### config.mk
export PLATFORM = sky130hd
export DESIGN_NAME = key_debounce_multi
export DESIGN_NICKNAME = d
export VERILOG_FILES = /design/src/rtl/key_debounce_multi.sv
export SDC_FILE = /design/constraint.sdc
export NUM_CORES = 1
export LEC_CHECK = 0
export ABC_AREA = 1
export CORE_ASPECT_RATIO = 1.5
export CORE_MARGIN = 5
export CORE_UTILIZATION = 58
export CTS_CLUSTER_SIZE = 24
export DETAILED_ROUTE_END_ITERATION = 6
export DONT_BUFFER_PORTS = 1
export GPL_ROUTABILITY_DRIVEN = 0
export HOLD_SLACK_MARGIN = 0.05
export PLACE_DENSITY = 0.76
export SLEW_MARGIN = 10
export SYNTH_ARGS = -nofsm -noshare
export SYNTH_HDL_FRONTEND = slang
export SYNTH_SLANG_ARGS = --single-unit
### constraint.sdc
create_clock -name clk -period 1.65 [get_ports clk]
set_input_delay 0.4125 -clock clk [delete_from_list [all_inputs] [get_ports clk]]
set_output_delay 0.4125 -clock clk [all_outputs]
set_load 0.1 [all_outputs]
### src/rtl/key_debounce_multi.sv
`default_nettype none
// ============================================================================
// Module  : key_debounce_multi
// Brief   : Multi-channel push-button conditioner: shared sample tick, N-sample
//           debounce, press/release pulses and hold-to-repeat pulses.
// Revision: 1.0 - initial release
// ============================================================================
module key_debounce_multi #(
    parameter int CH         = 4,
    parameter int DIV        = 250000,
    parameter int STABLE     = 2,
    parameter int ACTIVE_LOW = 1,
    parameter int HOLD_TICKS = 40,
    parameter int RPT_TICKS  = 8
) (
    input  logic          clk,
    input  logic          rst_n,
    input  logic          en,
    input  logic [CH-1:0] bin,
    output logic [CH-1:0] level,
    output logic [CH-1:0] press,
    // release/repeat are reserved words, hence the key_ prefix
    output logic [CH-1:0] key_release,
    output logic [CH-1:0] key_repeat,
    output logic          tick
);

    localparam int DW   = (DIV > 1) ? $clog2(DIV) : 1;
    localparam int CW   = $clog2(STABLE + 1);
    localparam int HMAX = (HOLD_TICKS > RPT_TICKS) ? HOLD_TICKS : RPT_TICKS;
    localparam int HW   = $clog2(HMAX + 1);

    localparam logic [DW-1:0] c_div_last  = DW'(DIV - 1);
    localparam logic [CW-1:0] c_stable    = CW'(STABLE);
    localparam logic [HW-1:0] c_hold      = HW'(HOLD_TICKS);
    localparam logic [HW-1:0] c_rpt       = HW'(RPT_TICKS);
    localparam logic [CH-1:0] c_idle_pins = (ACTIVE_LOW != 0) ? {CH{1'b1}} : {CH{1'b0}};

    localparam logic [1:0] c_st_idle = 2'd0;
    localparam logic [1:0] c_st_hold = 2'd1;
    localparam logic [1:0] c_st_rpt  = 2'd2;

    logic [DW-1:0] r_div;
    logic [CH-1:0] r_sync1;
    logic [CH-1:0] r_sync2;
    logic [CH-1:0] w_s;
    logic          w_tick;

    assign w_tick = (r_div == c_div_last) && en;
    assign tick   = w_tick;

    always_ff @(posedge clk) begin
        if (!rst_n) begin
            r_div <= '0;
        end else if (w_tick) begin
            r_div <= '0;
        end else if (en) begin
            r_div <= r_div + DW'(1);
        end
    end

    // Synchronizer keeps running while en=0 so resuming sees a settled pin.
    always_ff @(posedge clk) begin
        if (!rst_n) begin
            r_sync1 <= c_idle_pins;
            r_sync2 <= c_idle_pins;
        end else begin
            r_sync1 <= bin;
            r_sync2 <= r_sync1;
        end
    end

    assign w_s = (ACTIVE_LOW != 0) ? ~r_sync2 : r_sync2;

    for (genvar i = 0; i < CH; i++) begin : g_ch
        logic          r_level;
        logic [CW-1:0] r_cnt;
        logic [HW-1:0] r_hcnt;
        logic [1:0]    r_state;
        logic          r_press;
        logic          r_release;
        logic          r_repeat;
        logic [CW-1:0] w_cnt_nxt;
        logic [HW-1:0] w_hcnt_nxt;
        logic          w_flip;

        assign w_cnt_nxt  = r_cnt + CW'(1);
        assign w_hcnt_nxt = r_hcnt + HW'(1);
        assign w_flip     = (w_s[i] != r_level) && (w_cnt_nxt == c_stable);

        always_ff @(posedge clk) begin
            if (!rst_n) begin
                r_level   <= 1'b0;
                r_cnt     <= '0;
                r_hcnt    <= '0;
                r_state   <= c_st_idle;
                r_press   <= 1'b0;
                r_release <= 1'b0;
                r_repeat  <= 1'b0;
            end else begin
                r_press   <= 1'b0;
                r_release <= 1'b0;
                r_repeat  <= 1'b0;
                if (w_tick) begin
                    if (w_s[i] != r_level) begin
                        if (w_flip) begin
                            r_level   <= w_s[i];
                            r_cnt     <= '0;
                            r_press   <= w_s[i];
                            r_release <= ~w_s[i];
                        end else begin
                            r_cnt <= w_cnt_nxt;
                        end
                    end else begin
                        r_cnt <= '0;
                    end

                    // In IDLE a flip can only be a press; in HOLD/RPT only a release.
                    case (r_state)
                        c_st_idle: begin
                            if (w_flip) begin
                                r_state <= c_st_hold;
                                r_hcnt  <= '0;
                            end
                        end
                        c_st_hold: begin
                            if (w_flip) begin
                                r_state <= c_st_idle;
                            end else if (w_hcnt_nxt == c_hold) begin
                                r_repeat <= 1'b1;
                                r_state  <= c_st_rpt;
                                r_hcnt   <= '0;
                            end else begin
                                r_hcnt <= w_hcnt_nxt;
                            end
                        end
                        c_st_rpt: begin
                            if (w_flip) begin
                                r_state <= c_st_idle;
                            end else if (w_hcnt_nxt == c_rpt) begin
                                r_repeat <= 1'b1;
                                r_hcnt   <= '0;
                            end else begin
                                r_hcnt <= w_hcnt_nxt;
                            end
                        end
                        default: begin
                            r_state <= c_st_idle;
                        end
                    endcase
                end
            end
        end

        assign level[i]       = r_level;
        assign press[i]       = r_press & en;
        assign key_release[i] = r_release & en;
        assign key_repeat[i]  = r_repeat & en;
    end

endmodule
`default_nettype wire

# After elaboration in Yosys (flattened, before gate mapping)
# Cells that the tools add are included.
totals:
  input_bits: 7
  word_cells: 206
  ff_bits: 82
classes:
  bitwise: 18
  n_eq_ne: 45
  addsub: 9
  muxes: 72
  n_reduce_logical: 31
op_table:
  columns: ["op", "n"]
  rows:
  - ["$mux 6", 20]
  - ["$pmux 6 s3", 4]
  - ["$mux 2", 24]
  - ["$ne 2x2->1 const B", 16]
  - ["$reduce_and 4->1", 8]
  - ["$add 6x1->6 const B", 4]
  - ["$eq 6x4->1 const B", 4]
  - ["$eq 6x6->1 const B", 4]
  - ["$pmux 2 s3", 4]
  - ["$reduce_and 5->1", 4]
  - ["$add 18x1->18 const B", 1]
  - ["$eq 18x18->1 const B", 1]
  - ["$eq 2x2->1 const B", 8]
  - ["$mux 1", 16]
  - ["$and 1x1->1", 12]
  - ["$ne 3x3->1 const B", 4]
  - ["$reduce_and 3->1", 4]
  - ["$reduce_bool 3->1", 4]
  - ["$add 2x1->2 const B", 4]
  - ["$eq 2x1->1 const B", 4]
  - ["$logic_not 2->1", 4]
  - ["$pmux 1 s2", 4]
  - ["$logic_and 1x1->1", 5]
  - ["$not 1->1", 5]
  - ["4 further kinds", 7]

# Logic depth before layout (Yosys ltp)
# Gate-level depths: netlist (run 1).
depth:
  ltp_word: 5
  ltp_mapped: 13
  mapped_depth_nobuf: 13

# Worst setup path before layout (run 1)
# OpenSTA, ideal clock, no wires.
synth_path:
  kind: "register -> register"
  startpoint: "reg r_div[0]"
  endpoint: "reg g_ch[0].r_hcnt[5]"
  setup_ps: 70
  period_less_slack_ps: 1999
  path_stages_with_launch: 11
  slack_ps: -349
  t_arrival_ps: 1929
  path_cell_list: "dfxtp_1 -> ha_1 -> nand2_1 -> nor3_2 -> nand3_1 -> nor2_4 -> nand2_2 -> nor2_2 -> buf_6 -> o21ai_1 -> a21oi_1"
synth_between:
  elab_chain_cells: 3
synth_rtl:
  columns: ["element", "line_no", "source"]
  rows:
  - ["start, declared", "43", "logic [DW-1:0] r_div;"]
  - ["start signal, assigned", "58", "r_div <= r_div + DW'(1);"]
  - ["$eq 18x18->1", "49", "assign w_tick = (r_div == c_div_last) && en;"]
  - ["$logic_and 1x1->1", "49", null]
  - ["via tick", "25", "output logic tick"]
  - ["$reduce_and 5->1 (no line)", null, null]
  - ["end signal, assigned", "134", "r_hcnt <= w_hcnt_nxt;"]
  - ["end signal, assigned", "144", "r_hcnt <= w_hcnt_nxt;"]
  - ["end, declared", "78", "logic [HW-1:0] r_hcnt;"]
# The timed path passes the listed nets, and every way through them passes these cells.
# A chain may end at the register's enable or synchronous reset.

# Worst setup path after layout (run 1)
layout_path:
  startpoint: "reg r_div[11]"
  endpoint: "out tick"
layout_between:
  elab_chain_cells: 2
layout_rtl:
  columns: ["element", "line_no"]
  rows:
  - ["$eq 18x18->1", "49"]
  - ["$logic_and 1x1->1", "49"]
  - ["end, declared", "25"]
# No other way between the ends.

==> metrics, run 1 <==
Worst EP required 1.24 ns; pwr dens 692 nW/µm²; layout cells sized above 1 26.9%; PortBufs 0; sequential area share after synthesis 35.5%; antenna violations before repair 0; iteration count of the initial detailed-routing pass 5; Post-synth EDFFs 0; period utilisation layout 122%; Area contributors post-synth dfxtp_1 36%, nand2_1 13%, inv_1 8.9%, nor2_1 6.9%, ha_1 6.2%; Final Max Tran Viols 0; clk slew on worst S/H paths 0.06 ns; starting density of the core 58.4%; worst skew pair latency 0.34 ns; io pins 24; Max Freq 0.495 GHz; final hold vios 0; crit path capture type primary output; Worst R2R End g_ch[3].r_hcnt[2]$_SDFFE_PN0P_; Critical Path Sink tick; hpwl dp 7900 µm; startpoint types flop; post-synthesis sequential element count 82; ant diodes 0; Reg area 1650 µm²; die area 9880 µm²; Pint 3.23 mW; RSZ-0062 raised after global routing true; HP Class input pin to flop; final setup TNS -4.03 ns; clk root buf clkbuf_16; YS warnings 0; post-synthesis cell count 684; Worst VDD drop 629 µV; count of final setup violators 40; DRT antenna net count 0; Hold Slack 0.175 ns; outcome finished with violations; Lkg Pwr 2.51 nW; r2r setup slk -0.27 ns; top cells by count, synth 157 x nand2_1, 109 x inv_1, 85 x nor2_1; Synth top area share 35.5%; WL/cell 13.6 µm; Final Critical Period 2.02 ns; library cells used by synthesis 37; CTS sink cnt 82; WS Path Type flop to primary output; Residual DRC 0; area grow syn2layout 27.9%; Iteration-0 DRC Markers 266; NetSw 0.854 mW; Vias/cell 5.34; worst reg2reg path depth 12; CTS buffer count 9; TritonCTS clock tree yes; Synth Flop Type dfxtp_1; final setup margin -0.371 ns; vias in the first global route 4354; vias 4606; overflow left after global routing 0; Core Box Area 7910 µm²; skew final 0.00711 ns; multi-input combinational cell area 2720 µm²; total wire length 11800 µm; max cap viols 0; CP Launch Point r_div[11]$_SDFFE_PP0P_; most common cell in the netlist nand2_1; clock network power share 48.8%; failing checks negative setup slack; R2R Path Start r_div[11]$_SDFFE_PP0P_; Overall Global Routing Usage 22.9%; Yosys top cell by area dfxtp_1; Post-Syn Area 4620 µm²; Worst EP arrival 1.61 ns; Die Y 119 µm; Die W 82.9 µm; slew at the pin closest to its max-slew limit 0.499 ns; fill count 604; H-tree depth 3; first-pass GRT wire length 18700 µm; Max Buffers Root-to-Sink 2; Gate power share 2.1%; Synth Net Count 714; sw frac 20.9%; sequential share of power 49.1%; hold buffers post-CTS 0; placement row count 40; ys async rst share 0%; Slew headroom 66.7%; Synth Area per Inst 6.75 µm²; Crit Path Max Fanout 4; Layout Nets 784; largest net degree at the start of global routing 33
## cells in the final DEF, fill, tap and decap left out, types with 3 or more instances in the layout
master,n
inv_1,93
ha_1,21
nand2_2,11
o21ai_0,11
a21oi_1,24
nor3_1,9
nand4_1,15
nand2_1,147
nor2_1,70
nor3_2,5
a21oi_2,6
o21ai_2,8
nand3_4,3
inv_4,3
o21ai_1,22
xnor2_1,5
buf_12,4
clkinv_2,3
nand3_1,44
xor2_1,9
inv_2,7
nor2_2,14
clkbuf_16,9
or2_2,11
buf_6,10
clkinvlp_4,12
dfxtp_2,8
nor2_4,7
dfxtp_1,74
buf_4,58
nand3_2,10
## layer usage
metal	wire length [µm]	up-vias	GRT usage, %
met1	4450	2151	23.9
met2	6390	122	41.8
met3	520	38	5.19
li1	-	2295	-
met5	0	-	0
met4	403	0	12.3
## power groups by stage
stage	clock (mW)	sequential [mW]	combinational [mW]
after floorplan	0	2.05	0.0666
after global placement	0	2.05	0.0774
after detailed placement	0	2.05	0.0789
after CTS	2.01	2.01	0.0836
after global routing	2.11	2.01	0.0949
final	2.00	2.01	0.0865
## per-stage QoR
stage	power, mW	area (µm²)	cells	util, %	setup WS, ns
finish	4.09	5910	863	74.7	-0.371
global route	4.21	5910	863	74.7	-0.433
CTS	4.10	5650	854	71.4	-0.368
detailed placement	2.13	5190	832	65.6	-0.0802
global placement	2.13	5190	832	65.6	-0.0622
floorplan	2.11	4680	684	-	-0.310
## sequential cells by signal (all words and copies together) (netlist names)
name            flops
r_sync1             4
r_div              18
r_sync2             4
g_ch.r_state        8
g_ch.r_repeat       4
g_ch.r_press        4
g_ch.r_release      4
g_ch.r_hcnt        24
g_ch.r_level        4
g_ch.r_cnt          8
## worst max-delay path, cell delays in order (launching register included)
cell and delay (ns):
dfxtp_2 0.34, inv_2 0.06, nand2_1 0.06, nor3_2 0.26, nand3_2 0.13, nor2_4 0.15
buf_12 0.12, buf_12 0.16
## final cells by class
type                       instances  share of cell area (%)
clock buffer                      10                    4.04
inverter                         115                    8.17
multi-input combinational        474                    46.0
timing repair buffer              72                    10.6
clock inverter                     5                   0.932
sequential                        82                    28.0
tap                              105                    2.22
## how the worst min path moves through the flow
stage                     cells past startpoint  slack (ns)             startpoint               endpoint
after floorplan                               1        0.39  r_sync1[0]$_SDFF_PN1_  r_sync2[0]$_SDFF_PN1_
after global placement                        1        0.40  r_sync1[2]$_SDFF_PN1_  r_sync2[2]$_SDFF_PN1_
after detailed placement                      1        0.41  r_sync1[3]$_SDFF_PN1_  r_sync2[3]$_SDFF_PN1_
after CTS                                     1        0.17                 bin[1]  r_sync1[1]$_SDFF_PN1_
after global routing                          1        0.16                 bin[1]  r_sync1[1]$_SDFF_PN1_
final                                         1        0.18                 bin[2]  r_sync1[2]$_SDFF_PN1_
## cell families after synthesis
family                     share of synthesized area, %
DFF                                                35.5
adders and majority gates                          6.23
buffers and inverters                              11.2
AOI/OAI and AO/OA                                  8.53
xor gates and xnor gates                           2.66
and+or+nand+nor                                    35.8
## repair_timing
| action | in CTS | in global routing |
|---|---|---|
| buffers inserted | 7 | 10 |
| gates resized for setup | 47 | 66 |
| pin swaps | 19 | 20 |
| endpoints found under the setup margin | 28 | 74 |
Note: power is estimated with default switching activity, not from simulation.
==> run 2, diff against run 1 <==
- CORE_ASPECT_RATIO: 1.5 -> 0.9
- SKIP_LAST_GASP: unset -> 1
==> run 2 against run 1 <==
The run still ends with negative setup slack left; first-iteration DRC count is 3.8% lower; register-to-register slack got worse by 0.11 ns; highest routed layer unchanged; die area decreased by 0.34%; critical endpoint unchanged; non-clock buffer count increased by 1; sequential cell count stayed put; clock skew grew 0.0011 ns; via count fell by 1.1%; maximum frequency down 2.8%; global-route usage decreased by 0.95 points.
==> metrics, run 2 (same netlist as run 1, synthesis figures left out) <==
largest registers g_ch.r_hcnt x24, r_div x18; vias 4554 (-1.1%); clk slew on worst S/H paths 0.07 ns (about the same); Largest Register g_ch.r_hcnt; DRT antenna net count 0 (unchanged); Final Cell Area 5790 µm² (-2.0%); worst reg2reg path depth 12 (unchanged); CP Buf/Inv Count 1 (-2); Gate power share 3.0% (+0.9 points); crit path max-delay cell type dfxtp_2; Worst VDD drop 538 µV (-15%); Max Buffers Root-to-Sink 2 (unchanged); H-tree depth 3 (unchanged); placed cell count 828 (-0.48%); multi-input combinational cell area 2700 µm² (-0.60%); clk root buf clkbuf_8; Crit Path Max Fanout 2 (-2); Core Box Area 7660 µm² (-3.2%); CP Launch Point r_div[1]$_SDFFE_PP0P_; Critical Path Sink tick; total wire length 11600 µm (-1.3%); most frequent cells in the layout 148 x nand2_1, 94 x inv_1, 73 x nor2_1, 73 x dfxtp_1, 59 x buf_4; PortBufs 0 (unchanged); Lkg Pwr 2.51 nW (about the same); R2R Path Start r_div[1]$_SDFFE_PP0P_; WL/cell 13.6 µm (-0.42%); count of final setup violators 58 (+45%); max cap viols 0 (unchanged); layout cells sized above 1 25.6% (-1.4 points); pre-CTS setup slack -0.0904 ns (-0.0102 ns); HP Class input pin to flop; worst path cell trace ha_4 > nand2_4 > nor3_4 > nand3_2 > nor2_4 > buf_12; worst skew pair latency 0.36 ns (+0.02 ns); placement row count 30 (-25%); pwr dens 586 nW/µm² (-15%); max reg flops 24 (unchanged); NetSw 0.740 mW (-13%); die area 9850 µm² (-0.34%); Reg area 1660 µm² (+0.23%); clock network power share 38.0% (-11 points); Overall Global Routing Usage 21.9% (-0.95 points); slew at the pin closest to its max-slew limit 0.587 ns (+0.0872 ns); skew final 0.00825 ns (+0.00113 ns); first-pass GRT wire length 18000 µm (-3.7%); critical path's top delay family simple AND/OR/NAND/NOR gates; area of placed instances 5210 µm² (+0.51%); Pint 2.65 mW (-18%); antenna violations before repair 0 (unchanged); CTS sink cnt 82 (unchanged); Die Y 94.7 µm (-21%); ant diodes 0 (unchanged); final setup margin -0.429 ns (-0.0585 ns); WS Path Type flop to primary output; hpwl dp 7540 µm (-4.6%); Slew headroom 60.8% (-5.8 points); TritonCTS clock tree yes; period utilisation layout 126% (+3.5 points); sw frac 21.8% (+0.90 points); Worst EP required 1.24 ns (about the same); largest net degree at the start of global routing 33 (unchanged); starting density of the core 60.3% (+1.9 points); WP depth 6 (-1); area grow syn2layout 25.4%; max incr delay on CP 0.36 ns (+0.02 ns); hold path start bin[0]; vias in the first global route 4139 (-4.9%); RSZ-0062 raised after global routing true; most common cell after layout, fill and taps aside nand2_1; io pins 24 (unchanged); overflow left after global routing 0 (unchanged); Max Freq 0.481 GHz (-2.8%); Layout Nets 785 (+0.13%); Residual DRC 0 (unchanged); Non-Filler Instances 855 (-0.93%); CTS buffer count 9 (unchanged); Die W 104 µm (+26%); r2r setup slk -0.38 ns (-0.11 ns); sequential share of power 59.0% (+9.9 points); outcome finished with violations; Final Critical Period 2.08 ns (+0.0585 ns); Iteration-0 DRC Markers 256 (-3.8%); Worst R2R End g_ch[3].r_hcnt[0]$_SDFFE_PN0P_; Vias/cell 5.33 (-0.20%); failing checks negative setup slack; final core occ 75.6% (+0.92 points); crit path capture type primary output; startpoint types flop; total power 3.40 mW (-17%); Worst EP arrival 1.67 ns (+0.06 ns); Final Max Tran Viols 0 (unchanged); fill count 566 (-6.3%); iteration count of the initial detailed-routing pass 5 (unchanged); final hold vios 0 (unchanged)
[run 2: cell types whose count changed in the layout (fill, tap and decap cells not counted), sizes merged]
cell      previous run  this run
buf                 72        71
bufinv               1         0
clkbuf              10        14
clkinvlp            12        10
inv                103       104
[run 2: how the worst min path moves through the flow]
stage,to,depth (start not counted)
finish,r_sync1[0]$_SDFF_PN1_,1
global route,r_sync1[1]$_SDFF_PN1_,1
CTS,r_sync1[0]$_SDFF_PN1_,1
detailed placement,r_sync2[3]$_SDFF_PN1_,1
global placement,r_sync2[2]$_SDFF_PN1_,1
floorplan,r_sync2[0]$_SDFF_PN1_,1
[run 2: power groups by stage]
stage	sequential (mW)	combinational, mW	clock, mW
floorplan	2.05	0.0666	0
global placement	2.05	0.0754	0
detailed placement	2.05	0.0783	0
CTS	2.00	0.0810	1.33
global route	2.00	0.111	1.43
finish	2.00	0.102	1.29
[run 2: worst reg2reg max path, cell delays in order, from the launching register on]
cell,delay (ns)
dfxtp_2,0.36
ha_4,0.16
nand2_4,0.06
nor3_4,0.23
nand3_2,0.14
nor2_4,0.17
buf_4,0.14
buf_6,0.11
buf_6,0.10
nand3b_1,0.13
nor2_1,0.13
nand2_1,0.08
a21oi_2,0.15
[run 2: layout make-up]
type | count | share of cell area [%]
clock inverters | 3 | 0.259
repair buffers | 73 | 11.4
flip-flops and latches | 82 | 28.6
well taps | 96 | 2.07
clock buffers | 12 | 2.68
multi-input cells | 474 | 46.7
inverters | 115 | 8.27
[run 2: metrics by stage]
| step | hold slack [ns] | setup TNS (ns) |
|---|---|---|
| after floorplan | 0.393 | -6.33 |
| after global placement | 0.394 | 0 |
| after detailed placement | 0.403 | -0.405 |
| after CTS | 0.141 | -5.10 |
| after global routing | 0.133 | -11.96 |
| final | 0.158 | -6.61 |
[run 2: what timing repair did]
| action | 4_1_cts | 5_1_grt |
|---|---|---|
| cloned | 0 | 2 |
| gates resized for setup | 37 | 65 |
| pin swaps | 13 | 29 |
| hold buffers | 0 | 0 |
| setup endpoints to repair | 22 | 75 |
| buffers inserted | 8 | 5 |
[run 2: per-layer routing]
metal,global-route usage [%],vias up,routed length [µm]
met2,38.3,135,5800
met3,5.47,27,671
met5,0,-,0
met1,26.9,2097,4890
met4,6.36,0,241
li1,-,2295,-
==> run 3, diff against run 2 <==
- CORE_ASPECT_RATIO: 0.9 -> unset
==> run 3 against run 2 <==
The run still ends with negative setup slack left; sequential power about the same; final area increased by 0.71%; clock skew up 0.0012 ns; core utilization down 0.15 points; maximum frequency rose by 5.2%; wire length rose by 1.9%; final cell count grew 0.58%; first-iteration DRC count up 1.2%; non-clock buffer count fell by 2; die area is essentially flat; count of clock-buffer cells in the layout up 2; critical path type unchanged; critical endpoint unchanged; highest routed layer unchanged.
==> metrics, run 3 (same netlist as run 1, synthesis figures left out) <==
PortBufs 0 (unchanged); Vias/cell 5.33 (about the same); period utilisation layout 120% (-6.2 points); ant diodes 0 (unchanged); largest registers g_ch.r_hcnt x24, r_div x18; critical path's top delay family simple AND/OR/NAND/NOR gates; most common cell after layout, fill and taps aside nand2_1; Die Y 99.2 µm (+4.8%); Worst EP required 1.24 ns (about the same); WL/cell 13.8 µm (+1.4%); final setup margin -0.327 ns (+0.102 ns); largest net degree at the start of global routing 33 (unchanged); pwr dens 614 nW/µm² (+4.7%); fill count 559 (-1.2%); slew at the pin closest to its max-slew limit 0.590 ns (+0.00327 ns); failing checks negative setup slack; placement row count 32 (+6.7%); hpwl dp 7520 µm (-0.26%); crit path max-delay cell type dfxtp_1; io pins 24 (unchanged); RSZ-0062 raised after global routing true; H-tree depth 3 (unchanged); Lkg Pwr 2.48 nW (-1.2%); final hold vios 0 (unchanged); Core Box Area 7730 µm² (+0.92%); met3 Use GR 4.07% (-1.4 points); iteration count of the initial detailed-routing pass 5 (unchanged); HP Class input pin to flop; Overall Global Routing Usage 22.4% (+0.46 points); Iteration-0 DRC Markers 259 (+1.2%); layout cells sized above 1 27.3% (+1.7 points); max reg flops 24 (unchanged); worst path cell trace nand2_1 > nor2_2 > nand3_1 > nor2_4 > buf_12; skew final 0.00944 ns (+0.00119 ns); WS Path Type flop to primary output; CP Buf/Inv Count 1 (unchanged); Final Max Tran Viols 0 (unchanged); Worst EP arrival 1.56 ns (-0.11 ns); CTS sink cnt 82 (unchanged); Residual DRC 0 (unchanged); CTS buffer count 9 (unchanged); area grow syn2layout 26.3%; most frequent cells in the layout 146 x nand2_1, 94 x inv_1, 68 x dfxtp_1; Die W 99.2 µm (-4.6%); die area 9850 µm² (about the same); max cap viols 0 (unchanged); DRT antenna net count 0 (unchanged); startpoint types flop; clk root buf clkbuf_8; overflow left after global routing 0 (unchanged); Crit Path Max Fanout 3 (+1); antenna violations before repair 0 (unchanged); outcome finished with violations; TritonCTS clock tree yes; vias 4584 (+0.66%); worst skew pair latency 0.35 ns (about the same); Layout Nets 783 (-0.25%); crit path capture type primary output; total wire length 11800 µm (+1.9%); total power 3.58 mW (+5.5%); Max Buffers Root-to-Sink 2 (unchanged); Final Critical Period 1.98 ns (-0.102 ns); global-route track usage on met2 38.8% (+0.47 points); Worst VDD drop 482 µV (-10%); GRT busiest layer met2; met1 usage 27.1% (+0.26 points); Slew headroom 60.6% (-0.22 points); Largest Register g_ch.r_hcnt; Max Freq 0.506 GHz (+5.2%); max incr delay on CP 0.38 ns (+0.02 ns); first-pass GRT wire length 18300 µm (+1.7%); final core occ 75.5% (-0.15 points); starting density of the core 59.8% (-0.55 points); vias in the first global route 4284 (+3.5%); count of final setup violators 36 (-38%); clk slew on worst S/H paths 0.08 ns (about the same)
[run 3: layout make-up]
class                      count  area [µm²]  area share [%]
inverter                     115         492            8.43
clock buffer                  14         163            2.79
sequential                    82        1660            28.4
clock inverter                 2        35.0           0.601
multi-input combinational    474        2740            47.0
timing repair buffer          71         617            10.6
tap                          102         128            2.19
[run 3: per-stage QoR]
step | instances | setup WS, ns | hold slack [ns] | cell area [µm²] | TNS [ns]
after CTS | 856 | -0.341 | 0.157 | 5560 | -3.95
after detailed placement | 835 | -0.0914 | 0.402 | 5200 | -0.487
after floorplan | 684 | -0.310 | 0.393 | 4680 | -6.33
after global placement | 835 | -0.0414 | 0.396 | 5200 | -0.100
after global routing | 860 | -0.419 | 0.145 | 5830 | -10.69
final | 860 | -0.327 | 0.162 | 5830 | -5.00
[run 3: repair_timing]
item                                    in CTS  in global routing
pin swaps                                   15                 21
endpoints found under the hold margin        0                  0
endpoints found under the setup margin      30                 60
cloned                                       0                  1
resized for setup                           42                 88
buffers inserted                             5                  6
hold buffers                                 0                  0
[run 3: worst register-to-register path, delay by kind of cell (launching register included)]
kind / cells / cell delay [ns]
and+or+nand+nor: 6 / 0.92
buffers and inverters: 3 / 0.38
AOI/OAI and AO/OA: 2 / 0.17
DFF: 1 / 0.38
[run 3: report_power, final]
group / internal (mW) / leakage [nW] / total, mW / switching (mW)
combinational: 0.0485 / 1.71 / 0.100 / 0.0516
sequential: 1.99 / 0.669 / 2.00 / 0.0105
clock: 0.783 / 0.101 / 1.48 / 0.696
[run 3: path summary, 6_finish.rpt]
kind,from,endpoint,slack (ns),cells past startpoint
max,r_div[7]$_SDFFE_PP0P_,tick,-0.33,5
min,bin[3],r_sync1[3]$_SDFF_PN1_,0.16,1
min reg2reg,r_sync1[2]$_SDFF_PN1_,r_sync2[2]$_SDFF_PN1_,0.41,1
max reg2reg,r_div[7]$_SDFFE_PP0P_,g_ch[0].r_hcnt[5]$_SDFFE_PN0P_,-0.27,11
[run 3: routing by layer]
| layer | vias up | wire, µm |
|---|---|---|
| li1 | 2291 | - |
| met1 | 2089 | 4950 |
| met2 | 172 | 5880 |
| met3 | 32 | 667 |
| met4 | 0 | 335 |
| met5 | - | 0 |
